[src/rtl/led_pkg.sv]
// Shared types and helpers for the LED strip transmit path.
// Pixels are stored as {R,G,B}; the wire order is G,R,B.
package led_pkg;

    localparam int DEF_NUM_LEDS = 10;

    localparam int R_MSB = 23;
    localparam int G_MSB = 15;
    localparam int B_MSB = 7;

    typedef logic [23:0] pixel_t;
    typedef pixel_t [DEF_NUM_LEDS-1:0] strip_t;
    typedef logic [2:0] brightness_t;

    typedef enum logic [2:0] {
        IDLE,
        LOAD,
        BIT_HI,
        BIT_LO,
        LATCH
    } ser_state_t;

    // (c * (b+1)) >> 3; the 11-bit product never overflows
    function automatic logic [7:0] scale_ch(
        input logic [7:0] c,
        input brightness_t b
    );
        logic [10:0] p;
        p = {3'b000, c} * ({8'h00, b} + 11'd1);
        return p[10:3];
    endfunction

endpackage

[src/rtl/led_pixel_scaler.sv]
// Scales one {R,G,B} pixel by brightness.
// The result is reordered to GRB, ready for MSB-first shifting.
module led_pixel_scaler
    import led_pkg::*;
(
    input  pixel_t      pixel,
    input  brightness_t brightness,
    output logic [23:0] grb
);

    assign grb = {
        scale_ch(pixel[G_MSB -: 8], brightness),
        scale_ch(pixel[R_MSB -: 8], brightness),
        scale_ch(pixel[B_MSB -: 8], brightness)
    };

endmodule

[src/rtl/led_strip_serializer.sv]
// Frame snapshot, brightness scaling and WS2812-style pulse-width
// serialization of a full strip, followed by the latch gap.
module led_strip_serializer
    import led_pkg::*;
#(
    parameter int NUM_LEDS  = 10,
    parameter int T0H_CYC   = 20,
    parameter int T1H_CYC   = 40,
    parameter int BIT_CYC   = 63,
    parameter int RESET_CYC = 2500
) (
    input  logic                    clk,
    input  logic                    rst_n,
    input  pixel_t [NUM_LEDS-1:0]   strip,
    input  brightness_t             brightness,
    input  logic                    frame_valid,
    output logic                    frame_ready,
    output logic                    dout,
    output logic                    busy,
    output logic                    frame_done
);

    localparam int CMAX = (BIT_CYC > RESET_CYC) ? BIT_CYC : RESET_CYC;
    localparam int CW   = $clog2(CMAX + 1);
    localparam int LW   = (NUM_LEDS > 1) ? $clog2(NUM_LEDS) : 1;

    localparam logic [CW-1:0] HI0  = CW'(T0H_CYC - 1);
    localparam logic [CW-1:0] HI1  = CW'(T1H_CYC - 1);
    localparam logic [CW-1:0] BEND = CW'(BIT_CYC - 1);
    localparam logic [CW-1:0] LEND = CW'(RESET_CYC);
    localparam logic [LW-1:0] LAST = LW'(NUM_LEDS - 1);

    if (!(T0H_CYC >= 1 && T0H_CYC < T1H_CYC && T1H_CYC < BIT_CYC)) begin : g_bad_timing
        $error("led_strip_serializer: need 1 <= T0H_CYC < T1H_CYC < BIT_CYC");
    end
    if (NUM_LEDS < 1) begin : g_bad_leds
        $error("led_strip_serializer: NUM_LEDS must be >= 1");
    end

    ser_state_t            state;
    pixel_t [NUM_LEDS-1:0] snap;
    brightness_t           bri;
    logic [23:0]           shreg;
    logic [4:0]            bitn;
    logic [LW-1:0]         led;
    logic [CW-1:0]         cnt;
    logic [LW-1:0]         sel;
    logic [23:0]           grb;

    assign frame_ready = (state == IDLE);

    // Scaler always looks at the pixel that will be loaded next
    assign sel = (state == LOAD || led == LAST) ? '0 : led + LW'(1);

    led_pixel_scaler u_scaler (
        .pixel      (snap[sel]),
        .brightness (bri),
        .grb        (grb)
    );

    // dout is a registered copy of the bit phase, one cycle behind state
    always_ff @(posedge clk or negedge rst_n) begin
        if (!rst_n) begin
            state      <= IDLE;
            snap       <= '0;
            bri        <= '0;
            shreg      <= '0;
            bitn       <= '0;
            led        <= '0;
            cnt        <= '0;
            dout       <= 1'b0;
            busy       <= 1'b0;
            frame_done <= 1'b0;
        end else begin
            frame_done <= 1'b0;
            unique case (state)
                IDLE: begin
                    dout <= 1'b0;
                    busy <= 1'b0;
                    if (frame_valid) begin
                        snap  <= strip;
                        bri   <= brightness;
                        state <= LOAD;
                    end
                end
                LOAD: begin
                    shreg <= grb;
                    led   <= '0;
                    bitn  <= 5'd23;
                    cnt   <= '0;
                    busy  <= 1'b1;
                    state <= BIT_HI;
                end
                BIT_HI: begin
                    dout <= 1'b1;
                    cnt  <= cnt + CW'(1);
                    if (cnt == (shreg[23] ? HI1 : HI0))
                        state <= BIT_LO;
                end
                BIT_LO: begin
                    dout <= 1'b0;
                    if (cnt == BEND) begin
                        cnt <= '0;
                        if (bitn != 5'd0) begin
                            shreg <= {shreg[22:0], 1'b0};
                            bitn  <= bitn - 5'd1;
                            state <= BIT_HI;
                        end else if (led == LAST) begin
                            state <= LATCH;
                        end else begin
                            shreg <= grb;
                            led   <= led + LW'(1);
                            bitn  <= 5'd23;
                            state <= BIT_HI;
                        end
                    end else begin
                        cnt <= cnt + CW'(1);
                    end
                end
                LATCH: begin
                    dout <= 1'b0;
                    if (cnt == LEND) begin
                        busy       <= 1'b0;
                        frame_done <= 1'b1;
                        state      <= IDLE;
                    end else begin
                        cnt <= cnt + CW'(1);
                    end
                end
                default: state <= IDLE;
            endcase
        end
    end

endmodule

[config.mk]
export PLATFORM = sky130hd
export DESIGN_NAME = led_strip_serializer
export DESIGN_NICKNAME = d
export VERILOG_FILES = /design/src/rtl/led_pkg.sv /design/src/rtl/led_pixel_scaler.sv /design/src/rtl/led_strip_serializer.sv
export SDC_FILE = /design/constraint.sdc
export NUM_CORES = 1
export LEC_CHECK = 0
export ABC_CLOCK_PERIOD_IN_PS = 9110
export BUFFER_PORTS_ARGS = -buffer_cell sky130_fd_sc_hd__buf_4
export CORE_ASPECT_RATIO = 0.9
export CORE_MARGIN = 5
export CORE_UTILIZATION = 30
export DETAILED_ROUTE_END_ITERATION = 8
export HOLD_SLACK_MARGIN = 0.08
export PLACE_DENSITY = 0.54
export SLEW_MARGIN = 20
export SYNTH_ARGS = -nofsm -noshare
export SYNTH_HDL_FRONTEND = slang
export SYNTH_SLANG_ARGS = --single-unit
export TNS_END_PERCENT = 30
[constraint.sdc]
create_clock -name clk -period 9.11 [get_ports clk]
set_input_delay 0 -clock clk [delete_from_list [all_inputs] [get_ports clk]]
set_output_delay 0 -clock clk [all_outputs]
set_load 0.05 [all_outputs]
After elaboration in Yosys (flattened, before gate mapping)
Cells that the tools add are included.
{"block": "op_classes", "n_addsub": 4, "multipliers": 3, "n_div": 0, "order_cmp": 1, "eq_ne": 16, "shifts": 0, "mux": 31, "n_bitwise": 0, "reduce_logical": 14}
{"op": "binary-select mux 24 bit (select 4 bit)", "n": 1}
{"op": "2-to-1 mux 24 bit", "n": 4}
{"op": "one-hot mux 12 bit (4 select lines)", "n": 1}
{"op": "one-hot mux 24 bit (2 select lines)", "n": 1}
{"op": "2-to-1 mux 12 bit", "n": 2}
{"op": "multiplier 8 x 11 -> 11 bit", "n": 2}
{"op": "2-to-1 mux 3 bit", "n": 6}
{"op": "2-to-1 mux 4 bit", "n": 4}
{"op": "2-to-1 mux 5 bit", "n": 3}
{"op": "one-hot mux 3 bit (5 select lines)", "n": 1}
{"op": "!= test 2 bit (second input constant)", "n": 7}
{"op": "adder 12 x 1 -> 12 bit (second input constant)", "n": 1}
{"op": "== test 12 bit (second input constant)", "n": 1}
{"op": "== test 12 x 6 -> 1 bit", "n": 1}
{"op": "== test 12 x 6 -> 1 bit (second input constant)", "n": 1}
{"op": "multiplier 8 x 4 -> 11 bit", "n": 1}
{"op": "one-hot mux 5 bit (2 select lines)", "n": 1}
{"op": "one-hot mux 4 bit (2 select lines)", "n": 1}
{"op": "AND reduction 4 bit", "n": 2}
{"op": "== test 3 x 2 -> 1 bit (second input constant)", "n": 2}
{"op": "2-to-1 mux 6 bit", "n": 1}
{"op": "AND reduction 2 bit", "n": 3}
{"op": "less-than comparator 4 x 5 -> 1 bit (second input constant)", "n": 1}
{"op": "nonzero test 5 bit", "n": 1}
{"op": "other kinds (17)", "n": 20}
{"block": "word_totals", "regBits": 294, "latch_bits": 0, "ramBits": 0, "mem_bits_ro": 0, "in_bits": 246, "out_inout_bits": 4, "wordCells": 88, "n_memories": 0}

Logic depth before layout (Yosys ltp)
Gate-level depths: netlist of run 1.
{"block": "depth", "word_depth": 10, "mapped_depth": 26}

Modules after synthesis
From an unflattened synthesis of run 1, not the netlist that was laid out.
{"block": "unflattened", "cells_unflattened": 1309, "area_unflattened_um2": 16276.9}
{"mod": "led_strip_serializer", "n_inst": 1, "cells_per_inst": 1004, "area_each_um2": 13792.0, "seq_area_each_um2": 7357.1}
{"mod": "led_pixel_scaler", "n_inst": 1, "cells_per_inst": 305, "area_each_um2": 2484.9, "seq_area_each_um2": 0.0}

Least setup slack after synthesis of run 1
Ideal clock, no wire load.
{"block": "synth_path", "kind": "register to register", "from": "register led[1]", "to": "register shreg[23]", "setup_time_ns": 0.135, "t_arrival_ns": 4.949, "path_slack_ns": 4.025, "path_stages_with_launch": 26, "n_path_buf": 3, "cell_sequence": "dfrtp_1 > inv_1 > ha_1 > and3b_1 > or3_1 > clkbuf_1 > buf_2 > buf_1 > nand2_1 > nand3_1 > o2111ai_1 > o21ai_0 > and2_1 > fa_1 > inv_1 > fa_1 > inv_1 > ha_1 > a21o_1 > a21o_1 > a21o_1 > a21oi_1 > o21ai_0 > xnor2_1 > xnor2_1 > o21ai_0"}
{"block": "synth_via", "elab_chain_cells": 10, "elab_cells_between_ends": 13, "classes_between": "1 x add/sub; 1 x mul; 2 x eq/ne; 7 x mux; 2 x reduce/logical"}
{"element": "from (decl)", "line_no": "led_strip_serializer.sv:45", "text": "logic [LW-1:0] led;"}
{"element": "from (signal assigned)", "line_no": "led_strip_serializer.sv:112", "text": "led <= led + LW'(1);"}
{"element": "branches (longest 10 deep; another with multiplier 8 x 4 -> 11 bit)"}
{"element": "to (signal assigned)", "line_no": "led_strip_serializer.sv:87", "text": "shreg <= grb;"}
{"element": "to (signal assigned)", "line_no": "led_strip_serializer.sv:105", "text": "shreg <= {shreg[22:0], 1'b0};"}
{"element": "to (signal assigned)", "line_no": "led_strip_serializer.sv:111", "text": "shreg <= grb;"}
{"element": "to (decl)", "line_no": "led_strip_serializer.sv:43", "text": "logic [23:0] shreg;"}
Parallel ways; which one is timed is not known. The select of a mux whose other input is x is not followed.
A chain may end at the register's enable or synchronous reset.

Final worst setup path of run 1
{"block": "layout_path", "from": "register led[0]", "to": "register shreg[23]"}
The elaborated chain is that of the path after synthesis.

==> results of run 1 <==
[through the flow]
stage	utilization, %	instances	area [sq um]	setup slack, ns	hold slack [ns]
after global placement	34.9	2391	19000	3.17	0.153
final	41.6	2699	22600	3.03	0.161
after global routing	41.6	2697	22600	2.51	0.200
after detailed placement	34.9	2391	19000	3.02	0.165
after floorplan	-	1509	16500	4.03	-0.296
after CTS	41.6	2697	22600	3.04	0.168
[cell usage in the layout (no fill, tap or decap), types with 7 or more instances in the layout]
cell type,n
xor2_1,12
nand2_1,151
clkbuf_8,8
a211oi_1,8
nand3_1,56
buf_4,264
mux2_2,250
a31oi_1,17
nand2b_1,20
and3_1,9
dlygate4sd3_1,245
nor2b_1,32
o21ai_0,49
a21o_1,10
fa_1,36
dfrtp_1,293
xnor2_1,22
a21oi_1,63
nor3_1,14
nor2_1,90
o2111ai_1,7
and2_1,21
inv_1,64
nand4_1,8
or2_2,11
clkbuf_16,35
o31ai_1,7
mux2i_1,26
o221ai_1,8
ha_1,43
[timing repair]
action                                  in CTS  in global routing
endpoints found under the hold margin      360                  0
hold buffers                               245                  0
endpoints found under the setup margin       0                  0
[area by class of cell]
type / count / share of cell area (%)
sequential: 294 / 32.6
clock inverter: 13 / 0.731
inverter: 64 / 1.06
timing repair buffer: 511 / 19.8
tap: 705 / 3.90
antenna: 2 / 0.0221
multi-input combinational: 1062 / 37.5
clock buffer: 48 / 4.44
[worst paths after layout]
path	startpoint	to	slack, ns	cells past startpoint
max	led[0]	shreg[23]	3.03	21
min	rst_n	snap[113]	0.16	2
max reg2reg	led[0]	shreg[23]	3.03	21
min reg2reg	shreg[17]	shreg[17]	0.48	2
max in group asynchronous	rst_n	snap[85]	6.88	4
min in group clk	strip[140]	snap[140]	0.22	3
[cells in the mapped netlist (8+ instances only)]
cell type	count
nand2_1	151
nand4_1	8
xnor2_1	22
fa_1	36
ha_1	43
mux2_2	250
dfrtp_1	294
nor2b_1	32
nor3_1	14
nand2b_1	20
a21o_1	10
a211oi_1	8
o221ai_1	8
and2_1	21
o21ai_0	49
nor2_1	91
a31oi_1	17
clkbuf_1	68
mux2i_1	26
inv_1	64
a21oi_1	64
and3_1	10
xor2_1	12
nand3_1	56
or2_2	11
[sequential cells by signal, summed over array words and instances (netlist names)]
name        cells
snap          240
bri             3
cnt            12
busy            1
dout            1
shreg          24
frame_done      1
state           3
bitn            5
led             4
[logic make-up after synthesis]
family | after synthesis | share of synthesized area (%)
AND/OR/NAND/NOR | 452 | 13.5
adder cells (fa/ha/maj) | 79 | 7.64
buffers and inverters | 153 | 3.91
XOR/XNOR | 37 | 2.24
flip-flops | 294 | 44.7
multiplexers | 282 | 19.5
AO/OA/AOI/OAI | 212 | 8.50
[routing by layer]
layer	track usage (%)	share of wire [%]
met1	23.5	45
met2	28.8	47
met3	3.36	5.3
met4	5.59	3.1
met5	0	0
[critical path: stages (launching register included)]
cell and delay [ns]:
dfrtp_4 0.57, ha_1 0.34, inv_1 0.15, nand3_2 0.58, nor2_1 0.71, nand3_1 0.13
o2111ai_1 0.13, o21ai_0 0.27, and2_1 0.30, fa_1 0.53, inv_1 0.05, fa_1 0.47
inv_1 0.04, ha_1 0.33, a21o_1 0.21, a21o_1 0.20, a21o_1 0.19, a21oi_1 0.21
o21ai_0 0.14, xnor2_1 0.18, xnor2_1 0.13, o21ai_0 0.08
[power by group through the flow]
stage                     logic [mW]  registers, mW  clock network, mW
after floorplan                 1.04           1.66                  0
after global placement          1.43           1.73                  0
after detailed placement        1.46           1.73                  0
after CTS                       1.55           1.71               1.47
after global routing            1.74           1.74               1.53
final                           1.54           1.71               1.43
==> metrics.yaml, run 1 <==
place:
  gp_congestion: 0.834
  dp_hpwl_mm: 37.1
  io_buffer_count: 249
pwr:
  p_int_mw: 3.11
  vdd_ir_drop_max_v: 0.000114
  clockPowerShare_pct: 30.6
  power_switching_mw: 1.57
  swShare_pct: 33.6
  power_mw: 4.68
  p_leak_nw: 10.1
  pwr_density_cell_nw_per_um2: 207
  pwr-share-comb_pct: 32.9
  power_frac_seq_pct: 36.5
outcome:
  status: "complete, no violations"
die:
  die_w_microns: 257
  die_h_microns: 232
  start_util_pct: 30.3
  io_pins: 250
  die_area_sq_um: 59700
  core_area_sq_um: 54300
  num_rows: 81
timing:
  fin_skew_ns: 0.0314
  slew_viol_final: 0
  tightest_slew_ns: 1.24
  tns_ns: 0
  fmaxAchievable_mhz: 165
  finalSetupViolCount: 0
  finalHoldViolCount: 0
  period_share_pct: 66.7
  max_slew_margin_pct: 17.4
  fin_crit_ns: 6.08
  rsz0062_at_grt: "false"
drt:
  drt-total-wl_mm: 52.4
  routed-via-count: 13189
  wl_per_cell_microns: 19.4
  drtPass1Iterations: 5
  via_per_inst: 4.89
  drt_iter0_drc: 868
  antenna_left: 0
  remaining_drc_errors: 0
clock_tree:
  root_buffer: "clkbuf_16"
  clock_path_buffers: 3
  numCtsBuffers: 35
  post_cts_buffers: 0
  clk_pin_slew_ns: 0.06
  htreeDepth: 2
  clk_latency_ns: 0.56
  cts_tree: "built"
  cts_resized: 0
  clock-sinks: 294
setup_path:
  crit_required_ns: 9.50
  start_kind: "flip-flop"
  cp_max_fo: 33
  path_class: "reg2reg"
  end_kind: "flip-flop"
  worst_ep_arrival_time_ns: 6.47
logic_synthesis:
  synthDistinctLibCells: 80
  synth_edf_count: 0
  avgSynthCellArea_sq_um: 10.9
  synth-seq-area-share_pct: 44.7
  ys.flop_type: "dfrtp_1"
  syn-cell-area_sq_um: 16500
  syn_inst: 1509
  synth_area_leaders: "dfrtp_1 45%, mux2_2 17%, fa_1 4.4%"
  ys_ff_latch: 294
  yosys.area.top_type: "dfrtp_1"
  yosysWarningCount: 0
  ys_async_sr_fraction_pct: 100
  syn_nets: 1834
  synth_top_area_share_pct: 44.7
global_routing:
  grt_max_degree: 178
  grt_pass1_wl_mm: 82.6
  antenna_found_initial: 1
  overflow: 0
  grt_pass1_vias: 14270
  grt.total_usage_pct: 17.5
worst_hold_path:
  min_path_type: "in2async"
cells_and_area:
  multiInputGateArea_sq_um: 8480
  synthToLayoutAreaGrowth_pct: 37.3
  drive_gt1_share_pct: 30.8
  layout.nets: 2293
  fillCellCount: 5126
  seq_area_sq_um: 7360
job:
  drv_cap: 0
Note: power is estimated with default switching activity, not from simulation.
==> run 2, diff against run 1 <==
ABC_CLOCK_PERIOD_IN_PS = 6200   (was 9110)
clock period = 6.2 ns   (was 9.11 ns; I/O delays follow)
==> run 2 against run 1 <==
Routed wire length is 1.1% higher. Maximum frequency is 6.4% higher. Total power is 47% higher. Utilization is 0.30 points higher. Clock skew is 0.0090 ns lower. Global-route usage is 0.14 points higher. Largest power group unchanged. Cell count is 0.67% higher. Flip-flop and latch count stayed put. Highest routed layer is now met5. Setup slack worse by 2.5 ns. Via count is 0.74% higher.
==> metrics.yaml, run 2 (same netlist as run 1, synthesis figures left out) <==
global_routing:
  grt.busiest_layer: "met2"
  grt_util_met2_pct: 29.8  # +0.97 points
  grt_pass1_vias: 14148  # -0.85%
  overflow: 0  # unchanged
  grt_max_degree: 179  # +0.56%
  antenna_found_initial: 1  # unchanged
  gr-usage-met1_pct: 23.6  # +0.15 points
  use_met3_pct: 3.31  # -0.054 points
  grt_pass1_wl_mm: 83.1  # +0.69%
  grt.total_usage_pct: 17.7  # +0.14 points
pwr:
  p_leak_nw: 10.2  # +0.88%
  clockPowerShare_pct: 30.5  # about the same
  swShare_pct: 33.5  # -0.061 points
  pwr_density_cell_nw_per_um2: 302  # +46%
  vdd_ir_drop_max_v: 0.000191  # +68%
  p_int_mw: 4.58  # +47%
  power_frac_seq_pct: 36.5  # about the same
  pwr-share-comb_pct: 33.0  # about the same
  power_switching_mw: 2.31  # +47%
setup_path:
  crit_required_ns: 6.59  # -2.91 ns
  start_kind: "flip-flop"
  end_kind: "flip-flop"
  cp_num_cells: 22  # +4.8%
  critPathSlowestCell: "or3_2"
  cp_max_fo: 18  # -45%
  worst_ep_arrival_time_ns: 6.10  # -0.37 ns
  crit_buf_inv: 3  # unchanged
  crit_path_max_incr_delay_ns: 0.70  # about the same
  reg2regPathDepth: 22  # +4.8%
  path_class: "reg2reg"
  cpLargestDelayFamily: "adder cells"
  crit_chain: "ha_1, and3b_1, or3_2, buf_4, nand2_1, nand3_1, o2111ai_1, o21ai_0, and2_1, fa_1, inv_1, fa_1, inv_1, ha_1, a21o_1, a21o_1, a21o_1, a21oi_1, o21ai_0, xnor2_1, xnor2_1, o21ai_0"
die:
  die_area_sq_um: 59700  # unchanged
  start_util_pct: 30.3  # unchanged
  die_w_microns: 257  # unchanged
  io_pins: 250  # unchanged
  die_h_microns: 232  # unchanged
  core_area_sq_um: 54300  # unchanged
  num_rows: 81  # unchanged
cells_and_area:
  largest_reg_flops: 240  # unchanged
  final_cell_mix: "293 x dfrtp_1, 281 x buf_4, 250 x mux2_2"
  antenna_cells: 0  # -2
  synthToLayoutAreaGrowth_pct: 38.3
  layout.nets: 2311  # +0.78%
  fin_area_sq_um: 22800  # +0.71%
  top_register: "snap"
  stdcell_count: 2717  # +0.67%
  fillCellCount: 5128  # +0.039%
  reg_top3: "snap x240, shreg x24, cnt x12"
  drive_gt1_share_pct: 31.6  # +0.74 points
  final_common_cell: "dfrtp_1"
timing:
  fin_crit_ns: 5.71  # -0.367 ns
  fmaxAchievable_mhz: 175  # +6.4%
  finalSetupViolCount: 0  # unchanged
  fin_skew_ns: 0.0225  # -0.00895 ns
  finalHoldViolCount: 0  # unchanged
  tns_ns: 0  # unchanged
  period_share_pct: 92.1  # +25 points
  tightest_slew_ns: 1.09  # -0.154 ns
  max_slew_margin_pct: 27.6  # +10 points
  rsz0062_at_grt: "false"
  slew_viol_final: 0  # unchanged
clock_tree:
  clock-sinks: 294  # unchanged
  htreeDepth: 2  # unchanged
  post_cts_buffers: 0  # unchanged
  cts_tree: "built"
  root_buffer: "clkbuf_16"
  cts_resized: 0  # unchanged
  clk_latency_ns: 0.54  # -0.02 ns
  numCtsBuffers: 35  # unchanged
  clock_path_buffers: 3  # unchanged
  clk_pin_slew_ns: 0.06  # about the same
outcome:
  status: "complete, no violations"
drt:
  drt-total-wl_mm: 53.0  # +1.1%
  drt_iter0_drc: 724  # -17%
  remaining_drc_errors: 0  # unchanged
  via_per_inst: 4.89  # about the same
  drtPass1Iterations: 5  # unchanged
  wl_per_cell_microns: 19.5  # +0.45%
  antenna_left: 0  # unchanged
  routed-via-count: 13286  # +0.74%
place:
  placed_cell_area_sq_um: 19100  # +0.78%
  io_buffer_count: 249  # unchanged
  dp_cells: 2409  # +0.75%
  dp_hpwl_mm: 37.8  # +1.8%
  gp_congestion: 0.813  # -2.6%
worst_hold_path:
  min_path_type: "in2async"
job:
  drv_cap: 0  # unchanged
## run 2: cell types whose count changed in the layout (fill, tap and decap cells not counted), sizes merged
cell,delta
buf,+18
clkinvlp,+3
clkbuf,-1
inv,+1
clkinv,-1
diode,-2
## run 2: per-stage QoR
stage / util (%) / power [mW] / hold WS (ns) / setup slack (ns)
2_1_floorplan: - / 3.97 / -0.296 / 1.12
3_3_place_gp: 35.2 / 4.64 / 0.120 / 0.589
3_5_place_dp: 35.2 / 4.69 / 0.124 / 0.520
4_1_cts: 41.9 / 6.96 / 0.143 / 0.511
5_1_grt: 41.9 / 7.36 / 0.195 / 0.128
6_report: 41.9 / 6.89 / 0.124 / 0.491
## run 2: path summary, 6_finish.rpt
check | startpoint | endpoint | slack (ns)
hold reg to reg | shreg[21] | shreg[21] | 0.48
max in group asynchronous | rst_n | snap[202] | 4.76
setup / recovery | led[0] | shreg[23] | 0.49
min in group clk | strip[125] | snap[125] | 0.23
setup reg to reg | led[0] | shreg[23] | 0.49
hold / removal | rst_n | snap[160] | 0.12
## run 2: power groups by stage
stage / logic (mW) / registers, mW / clock network (mW)
after floorplan: 1.52 / 2.44 / 0
after global placement: 2.11 / 2.54 / 0
after detailed placement: 2.14 / 2.54 / 0
after CTS: 2.28 / 2.51 / 2.17
after global routing: 2.57 / 2.55 / 2.24
final: 2.27 / 2.51 / 2.10
## run 2: timing repair
action	4_1_cts	5_1_grt
endpoints found under the setup margin	0	0
endpoints found under the hold margin	343	0
hold buffers	245	0
## run 2: layer usage
| metal | vias to the layer above | wire, microns | share of wire (%) |
|---|---|---|---|
| met5 | - | 11 | 0.021 |
| met4 | 2 | 1290 | 2.4 |
| met3 | 78 | 2840 | 5.4 |
| met2 | 361 | 25200 | 48 |
| met1 | 6618 | 23600 | 45 |
| li1 | 6227 | - | - |
## run 2: layout make-up
| class | count | area [sq um] | area share (%) |
|---|---|---|---|
| multi-input cells | 1062 | 8480 | 37.2 |
| clock buffers | 47 | 1000 | 4.40 |
| flip-flops and latches | 294 | 7360 | 32.3 |
| clock inverters | 16 | 188 | 0.824 |
| repair buffers | 529 | 4620 | 20.3 |
| well taps | 705 | 882 | 3.87 |
| inverters | 64 | 240 | 1.06 |
